`config.mk`:
```
export PLATFORM = sky130hd
export DESIGN_NAME = if_id_pipe_buffer
export DESIGN_NICKNAME = d
export VERILOG_FILES = /design/src/rtl/if_id_pipe_buffer_pkg.sv /design/src/rtl/if_id_pipe_buffer_slot.sv /design/src/rtl/if_id_pipe_buffer.sv
export SDC_FILE = /design/constraint.sdc
export NUM_CORES = 1
export LEC_CHECK = 0
export CORE_MARGIN = 2
export CORE_UTILIZATION = 35
export CTS_BUF_LIST = sky130_fd_sc_hd__clkbuf_4 sky130_fd_sc_hd__clkbuf_8 sky130_fd_sc_hd__clkbuf_16
export DETAILED_ROUTE_END_ITERATION = 12
export DONT_BUFFER_PORTS = 1
export HOLD_SLACK_MARGIN = 0.1
export SYNTH_ARGS = -nofsm -noshare
export SYNTH_HDL_FRONTEND = slang
export SYNTH_HIERARCHICAL = 1
export SYNTH_SLANG_ARGS = --single-unit
```
`constraint.sdc`:
```
create_clock -name clk -period 1.95 [get_ports clk]
set_input_delay 0.195 -clock clk [delete_from_list [all_inputs] [get_ports clk]]
set_output_delay 0.195 -clock clk [all_outputs]
set_load 0.005 [all_outputs]
```
`src/rtl/if_id_pipe_buffer_pkg.sv`:
```
// Shared types and constants for the IF/ID pipeline buffer.
package if_id_pipe_buffer_pkg;

  localparam int unsigned DEF_INSTR_W = 16;
  localparam int unsigned DEF_IMM_W   = 16;
  localparam int unsigned DEF_PC_W    = 32;

  // Instruction word used for bubbles; all-zero decodes as NOP.
  localparam int unsigned NOP_INSTR = 0;

  // Fetch/decode payload at the default field widths.
  typedef struct packed {
    logic [DEF_INSTR_W-1:0] instruction;
    logic [DEF_IMM_W-1:0]   imm;
    logic [DEF_PC_W-1:0]    pc;
    logic [DEF_PC_W-1:0]    nextPC;
  } if_id_payload_t;

endpackage

```
`src/rtl/if_id_pipe_buffer_slot.sv`:
```
// Single payload+valid register with clear (priority) and load.
module pipe_skid_slot #(
  parameter int unsigned    W         = 1,
  parameter logic [W-1:0]   CLEAR_VAL = '0
) (
  input  logic         clk,
  input  logic         rst_n,
  input  logic         load,
  input  logic         clear,
  input  logic [W-1:0] d,
  output logic         valid,
  output logic [W-1:0] q
);

  logic         valid_q, valid_d;
  logic [W-1:0] data_q, data_d;

  // Next state: clear wins over load, otherwise hold.
  always_comb begin
    valid_d = valid_q;
    data_d  = data_q;
    if (clear) begin
      valid_d = 1'b0;
      data_d  = CLEAR_VAL;
    end else if (load) begin
      valid_d = 1'b1;
      data_d  = d;
    end
  end

  // State register; reset leaves the slot empty with a bubble payload.
  always_ff @(posedge clk or negedge rst_n) begin
    if (!rst_n) begin
      valid_q <= 1'b0;
      data_q  <= CLEAR_VAL;
    end else begin
      valid_q <= valid_d;
      data_q  <= data_d;
    end
  end

  assign valid = valid_q;
  assign q     = data_q;

endmodule

```
`src/rtl/if_id_pipe_buffer.sv`:
```
// IF/ID pipeline register with valid/ready flow control, flush, optional
// skid entry and a saturating back-pressure counter.
module if_id_pipe_buffer
  import if_id_pipe_buffer_pkg::*;
#(
  parameter int unsigned INSTR_W = DEF_INSTR_W,
  parameter int unsigned IMM_W   = DEF_IMM_W,
  parameter int unsigned PC_W    = DEF_PC_W,
  parameter int unsigned SKID_EN = 1,
  parameter int unsigned CNT_W   = 16
) (
  input  logic               clk,
  input  logic               rst_n,
  input  logic               flush,
  input  logic               in_valid,
  output logic               in_ready,
  input  logic [INSTR_W-1:0] instruction,
  input  logic [IMM_W-1:0]   imm,
  input  logic [PC_W-1:0]    pc,
  input  logic [PC_W-1:0]    nextPC,
  output logic               out_valid,
  input  logic               out_ready,
  output logic [INSTR_W-1:0] oInstruction,
  output logic [IMM_W-1:0]   oimm,
  output logic [PC_W-1:0]    oPc,
  output logic [PC_W-1:0]    oNextPC,
  output logic [CNT_W-1:0]   stall_cycles
);

  typedef struct packed {
    logic [INSTR_W-1:0] instruction;
    logic [IMM_W-1:0]   imm;
    logic [PC_W-1:0]    pc;
    logic [PC_W-1:0]    nextPC;
  } payload_t;

  localparam int unsigned PayloadW = $bits(payload_t);
  localparam payload_t    Bubble   = '{instruction: INSTR_W'(NOP_INSTR), imm: '0,
                                       pc: '0, nextPC: '0};

  payload_t in_pl, head_pl, head_d, skid_pl;
  logic     head_valid, skid_valid;
  logic     accept, consume, head_free;
  logic     head_take_skid, head_take_in, head_load, head_clear;
  logic [CNT_W-1:0] stall_q, stall_d;

  assign in_pl = '{instruction: instruction, imm: imm, pc: pc, nextPC: nextPC};

  // Handshakes and head refill decisions; skid contents always go first.
  always_comb begin
    accept         = in_valid & in_ready;
    consume        = head_valid & out_ready;
    head_free      = consume | ~head_valid;
    head_take_skid = skid_valid & head_free;
    head_take_in   = ~skid_valid & accept & head_free;
    head_load      = ~flush & (head_take_skid | head_take_in);
    head_clear     = flush | (consume & ~head_load);
    head_d         = skid_valid ? skid_pl : in_pl;
  end

  pipe_skid_slot #(
    .W         (PayloadW),
    .CLEAR_VAL (Bubble)
  ) u_head (
    .clk   (clk),
    .rst_n (rst_n),
    .load  (head_load),
    .clear (head_clear),
    .d     (head_d),
    .valid (head_valid),
    .q     (head_pl)
  );

  if (SKID_EN != 0) begin : g_skid
    logic skid_load, skid_clear;

    // Input parks in the skid whenever the head cannot take it directly.
    assign skid_load  = ~flush & accept & ~head_take_in;
    assign skid_clear = flush | (head_take_skid & ~skid_load);

    pipe_skid_slot #(
      .W         (PayloadW),
      .CLEAR_VAL (Bubble)
    ) u_skid (
      .clk   (clk),
      .rst_n (rst_n),
      .load  (skid_load),
      .clear (skid_clear),
      .d     (in_pl),
      .valid (skid_valid),
      .q     (skid_pl)
    );

    // Straight from a flop: no path from out_ready.
    assign in_ready = ~skid_valid;
  end else begin : g_no_skid
    assign skid_valid = 1'b0;
    assign skid_pl    = Bubble;
    assign in_ready   = ~head_valid | out_ready;
  end

  // Back-pressure counter next state, saturating at all-ones.
  always_comb begin
    stall_d = stall_q;
    if (head_valid && !out_ready && !flush && !(&stall_q)) begin
      stall_d = stall_q + CNT_W'(1);
    end
  end

  // Counter register, cleared only by reset.
  always_ff @(posedge clk or negedge rst_n) begin
    if (!rst_n) begin
      stall_q <= '0;
    end else begin
      stall_q <= stall_d;
    end
  end

  assign out_valid    = head_valid;
  assign oInstruction = head_pl.instruction;
  assign oimm         = head_pl.imm;
  assign oPc          = head_pl.pc;
  assign oNextPC      = head_pl.nextPC;
  assign stall_cycles = stall_q;

endmodule

```
Yosys cells after proc, flatten, opt, wreduce, memory -nomap -nowiden
Index checks and enable logic that the tools add are counted.

operators by class
  $add $sub $neg = 1
  multiplexer cells = 9
  bitwise gates (word level) = 20
  reduce and logical (&&, ||, !) cells = 9

operators with widths
  cell                                           count
  two-way mux 96 bit                             5
  adder 16 x 1 -> 16 bit, second input constant  1
  AND reduction 16 bit                           1
  bitwise AND 1 bit                              10
  NOT 1 bit                                      6
  two-way mux 1 bit                              4
  OR 1 bit                                       4
  nonzero test 2 bit                             2
  logical AND 1 bit                              3
  zero test 1 bit                                3

storage, ports and cells
  flip-flop bits (word level) = 210
  output and inout port bits = 114
  word-level logic and storage cells = 44

Depth between registers and ports, before layout
  word-level depth = 10
  gate-level depth with buffers = 10
  mapped depth without buffers = 5

Hierarchy
Netlist, hierarchy kept.

by module, submodules not included
  module             times used  cells an instance  area an instance (um^2)
  pipe_skid_slot     2           313                3,916.3
  if_id_pipe_buffer  1           194                2,014.4

Worst setup path after synthesis
No wires, ideal clock.

  path type = register -> register
  start = reg g_skid.u_skid.valid_q, in the netlist g_skid.u_skid/valid
  end = reg g_skid.u_skid.data_q[72], in the netlist g_skid.u_skid/q[72]
  setup time = 132 ps
  data arrival time = 1,838 ps
  required time = 1,818 ps
  path slack = -19 ps
  cell stages (with the launch flop) = 11
  path through = dfrtp_1 clkbuf_1 buf_2 buf_2 inv_1 and3_2 buf_4 buf_8 buf_8 mux2i_1 nor2_1

between the ends
  word-level cells in the longest chain between the ends = 10
  elaborated cells on any way between the ends = 13

RTL lines
  element                                                   line                          text
  start: declaration                                        if_id_pipe_buffer_slot.sv:15  logic valid_q, valid_d;
  start signal: assignment                                  if_id_pipe_buffer_slot.sv:37  valid_q <= valid_d;
  NOT 1 bit *                                               if_id_pipe_buffer.sv:95       assign in_ready = ~skid_valid;
  net in_ready                                              if_id_pipe_buffer.sv:16       output logic in_ready,
  bitwise AND 1 bit                                         if_id_pipe_buffer.sv:51       accept = in_valid & in_ready;
  bitwise AND 1 bit (2 in a row)                            if_id_pipe_buffer.sv:55       head_take_in = ~skid_valid & accept & head_free;
  NOT 1 bit                                                 if_id_pipe_buffer.sv:78       assign skid_load = ~flush & accept & ~head_take_in;
  bitwise AND 1 bit *                                       if_id_pipe_buffer.sv:78
  net g_skid.skid_load                                      if_id_pipe_buffer.sv:75       logic skid_load, skid_clear;
  NOT 1 bit                                                 if_id_pipe_buffer.sv:79       assign skid_clear = flush | (head_take_skid & ~skid_load);
  bitwise AND 1 bit                                         if_id_pipe_buffer.sv:79
  OR 1 bit                                                  if_id_pipe_buffer.sv:79
  two-way mux 96 bit or nonzero test 2 bit (tied branches)  n/a
  end signal: assignment                                    if_id_pipe_buffer_slot.sv:38  data_q <= data_d;
  end: declaration                                          if_id_pipe_buffer_slot.sv:16  logic [W-1:0] data_q, data_d;

The timed path passes the listed nets; every way through them passes the cells marked *.
A chain may end at the register's enable or synchronous reset.

Worst setup path in the final report
  start = reg g_skid.u_skid.valid_q, in the netlist g_skid.u_skid/valid
  end = reg g_skid.u_skid.data_q[64], in the netlist g_skid.u_skid/q[64]

between the ends
  word-level cells in the longest chain between the ends = 10
  elaborated cells on any way between the ends = 13

RTL lines
  element                                                   line
  NOT 1 bit *                                               if_id_pipe_buffer.sv:55, if_id_pipe_buffer.sv:95
  bitwise AND 1 bit                                         if_id_pipe_buffer.sv:51
  bitwise AND 1 bit (2 in a row)                            if_id_pipe_buffer.sv:55
  NOT 1 bit                                                 if_id_pipe_buffer.sv:78
  bitwise AND 1 bit *                                       if_id_pipe_buffer.sv:78
  net g_skid.skid_load                                      if_id_pipe_buffer.sv:75
  NOT 1 bit                                                 if_id_pipe_buffer.sv:79
  bitwise AND 1 bit                                         if_id_pipe_buffer.sv:79
  OR 1 bit                                                  if_id_pipe_buffer.sv:79
  two-way mux 96 bit or nonzero test 2 bit (tied branches)  n/a

Marked as above.

==> run summary <==
Setup repair after global routing left no endpoint under its margin. The number of flops mapped to enable cells by yosys works out to 0. The number of remaining DRC errors was 0; the number of standard cells after synthesis was 820. The die covers 29500 um^2. Most common cell in the netlist: dfrtp_1. The share of Yosys cell area claimed by the top area cell type came out at 53.4%. Entering global routing, the biggest net connects 211 pins. The placed instances occupy a cell area of 10400 um^2. For this run, the detailed router's first-pass iteration total came to 4. For this run, the number of Yosys warnings is 6. Counting along the longest clock path gives a buffer depth of 3.

TritonCTS built the clock tree. Buffer type at the clock tree root: clkbuf_16. Wires add up to 23800 um.

The share of the cycle needed by the critical path after routing is 83.6%. In this run the critical register-to-register path is launched from g_skid.u_skid/valid$_DFFE_PN0P_. In the final routed layout, each cell accounts on average for 18.2 um. The worst register-to-register path has a depth of 5.

At the pin with the least slew margin, the transition time is 375 ps. Total setup violations reported at the end of the flow: 0. The async set or reset register ratio after synthesis was 100%. 0 antenna diodes ended up in the layout. Input and output buffers added on the ports amount to 0. Once the clock tree was built, the resizer swapped 0 gates to a different size.

The tools report the number of top-level design ports as 215. The first routing iteration left 305 violations. The die is 172 um wide. After floorplanning, the core was divided into 61 placement rows. The number of CTS-inserted buffers was 25.

The final cell area excluding filler cells was 12100 um^2. Summed over all cells, the static leakage comes to 5.24 nW. The sum of overflow across all layers after global routing is 0.

The power density over cell area is 822 nW/um^2, and the maximum clock frequency is 613 MHz. After synthesis, the cell types taking the most area are dfrtp_1 53%, mux2i_1 20%, mux2_2 11%. The detailed router placed 6319 vias in this run.

After synthesis, the mean cell area works out to 12.0 um^2. Dividing the detail-routed via count by the number of cells gives 4.83. The max capacitance violation total was 0; the mapped cell area was 9850 um^2.

The number of hold-slack violations in the final timing report is 210, and the synthesized netlist net count is 922. The count of pins over their slew limit came out at 0. Share of cells above drive strength 1: 18.9%. STA classifies the critical path endpoint as a flop. Data on the critical path is required at its endpoint by 2330 ps. The logs give 0 for the count of nets left with antenna violations after detail routing and 98 for the hold-fix buffer count after cts. After synthesis, the netlist uses 33 different library cells. The die height is 172 um, and the hold slack is -604 ps.

IR analysis of the VDD net gives a maximum drop of 0.000492 V. The number of global-route vias before repair came out at 6636. The clock arrives with 16.1 ps of skew. Across every metal layer, demand over resource in global routing totals 15.8%. The number of sinks driven by the clock tree is 210. The path class of the tightest hold or removal check is in -> async. Tracing the worst setup path back leads to its startpoint at g_skid.u_skid/valid$_DFFE_PN0P_. The endpoint identified for the worst register-to-register timing path is g_skid.u_skid/q[64]$_DFFE_PN0P_. The checks that failed: hold timing.

At the worst endpoint, the arrival time is 2020 ps. Post-CTS timing repair inserted 0 buffers for setup. The routability congestion estimate from global placement was 0.755; the flip-flop and latch count after synthesis was 210.

The first global-routing pass estimated 36900 um of wire. The highest fanout seen on the critical path works out to 40. Clock-pin slew was measured on the worst setup and hold paths at 60 ps.

The run gives 35.5% as the initial core utilization. By count the netlist is led by 210 x dfrtp_1, 204 x nor2_1, 192 x mux2i_1. For the final routed database, the setup TNS stands at 0 ps. Count of H-tree levels built during CTS: 1.

After floorplanning, the core was sized to cover 27700 um^2. The area growth from synthesis to layout was 23.0%. The biggest area contributor in the post-synthesis netlist is dfrtp_1. The flow ran to the end, but the final reports show violations.

The clock reaches the later pin of the worst-skew pair after 520 ps. Headroom to the max-slew limit: 75.0%. Following the worst setup path forward leads to its endpoint at g_skid.u_skid/q[64]$_DFFE_PN0P_. The tools report the worst reg-to-reg setup slack as 320 ps.

For this run, the leading register cell type out of synthesis is dfrtp_1. The tools report the HPWL after detailed placement as 14600 um. The number of antenna violations at the first check in global routing is 0, and the part of the Yosys area used for sequential elements is 53.4%.

The clock period could shrink to 1630 ps. The setup path with the least slack is of type reg -> reg. The worst setup path is launched from a flop.

The number of nets in the finished design is 1019.
==> placed cells by master, fill, tap and decap left out, types with 3 or more instances in the layout <==
| master | count |
|---|---|
| clkbuf_8 | 3 |
| nor3_1 | 3 |
| clkbuf_16 | 25 |
| mux2i_1 | 192 |
| nor2_1 | 203 |
| nand2_1 | 7 |
| clkbuf_4 | 10 |
| dfrtp_1 | 209 |
| xnor2_1 | 3 |
| nand4_1 | 9 |
| buf_12 | 16 |
| mux2_2 | 97 |
| and3_1 | 5 |
| dlygate4sd3_1 | 98 |
| buf_4 | 12 |
| nand3_1 | 4 |
| xor2_1 | 8 |
==> layer usage <==
metal  global-route usage [%]  routed length [um]  up-vias
li1                         -                   -     3009
met2                     26.3               11300      170
met3                     5.11                1940       35
met5                        0                   0        -
met4                     4.06                 424        0
met1                     19.8               10200     3105
==> critical path, cell delays in order, from the launching register on <==
cell	delay, ps
dfrtp_4	520
inv_1	90
and3_4	240
buf_12	290
mux2i_1	260
nor2_1	60
==> flip-flops by register name, indices dropped and copies added (netlist names) <==
name	count
g_skid.u_skid/valid	1
u_head/valid	1
stall_cycles	16
u_head/q	96
g_skid.u_skid/q	96
==> layout make-up <==
type / count / area, um^2
flip-flops and latches: 210 / 5260
inverters: 1 / 3.75
repair buffers: 126 / 1390
well taps: 378 / 473
clock inverters: 2 / 10.0
multi-input cells: 553 / 4230
clock buffers: 38 / 742
fillers: 2572 / 15600
==> per-stage QoR <==
step	setup WS (ps)	utilization [%]	total power, mW	std cells
floorplan	29.5	-	5.28	820
global placement	355	37.5	5.53	1170
detailed placement	315	37.5	5.55	1170
CTS	290	43.7	10.1	1308
global route	193	43.7	10.4	1308
finish	319	43.7	9.96	1308
==> power breakdown <==
group          switching [mW]  internal, mW  leakage, nW
clock                    1.72          2.59        0.383
sequential              0.140          4.52         2.89
combinational           0.458         0.533         1.96
==> cell families after synthesis <==
family | count (synthesis) | share of synthesized area (%)
xor+xnor | 11 | 0.978
compound gates | 4 | 0.267
buf+inv | 57 | 3.89
fa+ha+maj | 1 | 0.127
mux | 291 | 30.9
flops | 210 | 53.4
simple gates | 246 | 10.5
==> how the worst min path moves through the flow <==
stage               slack (ps)   from                              end  depth (start not counted)
finish                    -600  rst_n         u_head/q[66]$_DFFE_PN0P_                          0
CTS                       -640  rst_n         u_head/q[45]$_DFFE_PN0P_                          0
global placement           -90  rst_n  g_skid.u_skid/q[69]$_DFFE_PN0P_                          0
global route              -640  rst_n  g_skid.u_skid/q[56]$_DFFE_PN0P_                          0
floorplan                 -100  rst_n   g_skid.u_skid/q[0]$_DFFE_PN0P_                          0
detailed placement         -90  rst_n         u_head/q[66]$_DFFE_PN0P_                          0
No activity file was read; power rests on OpenSTA's default activity.
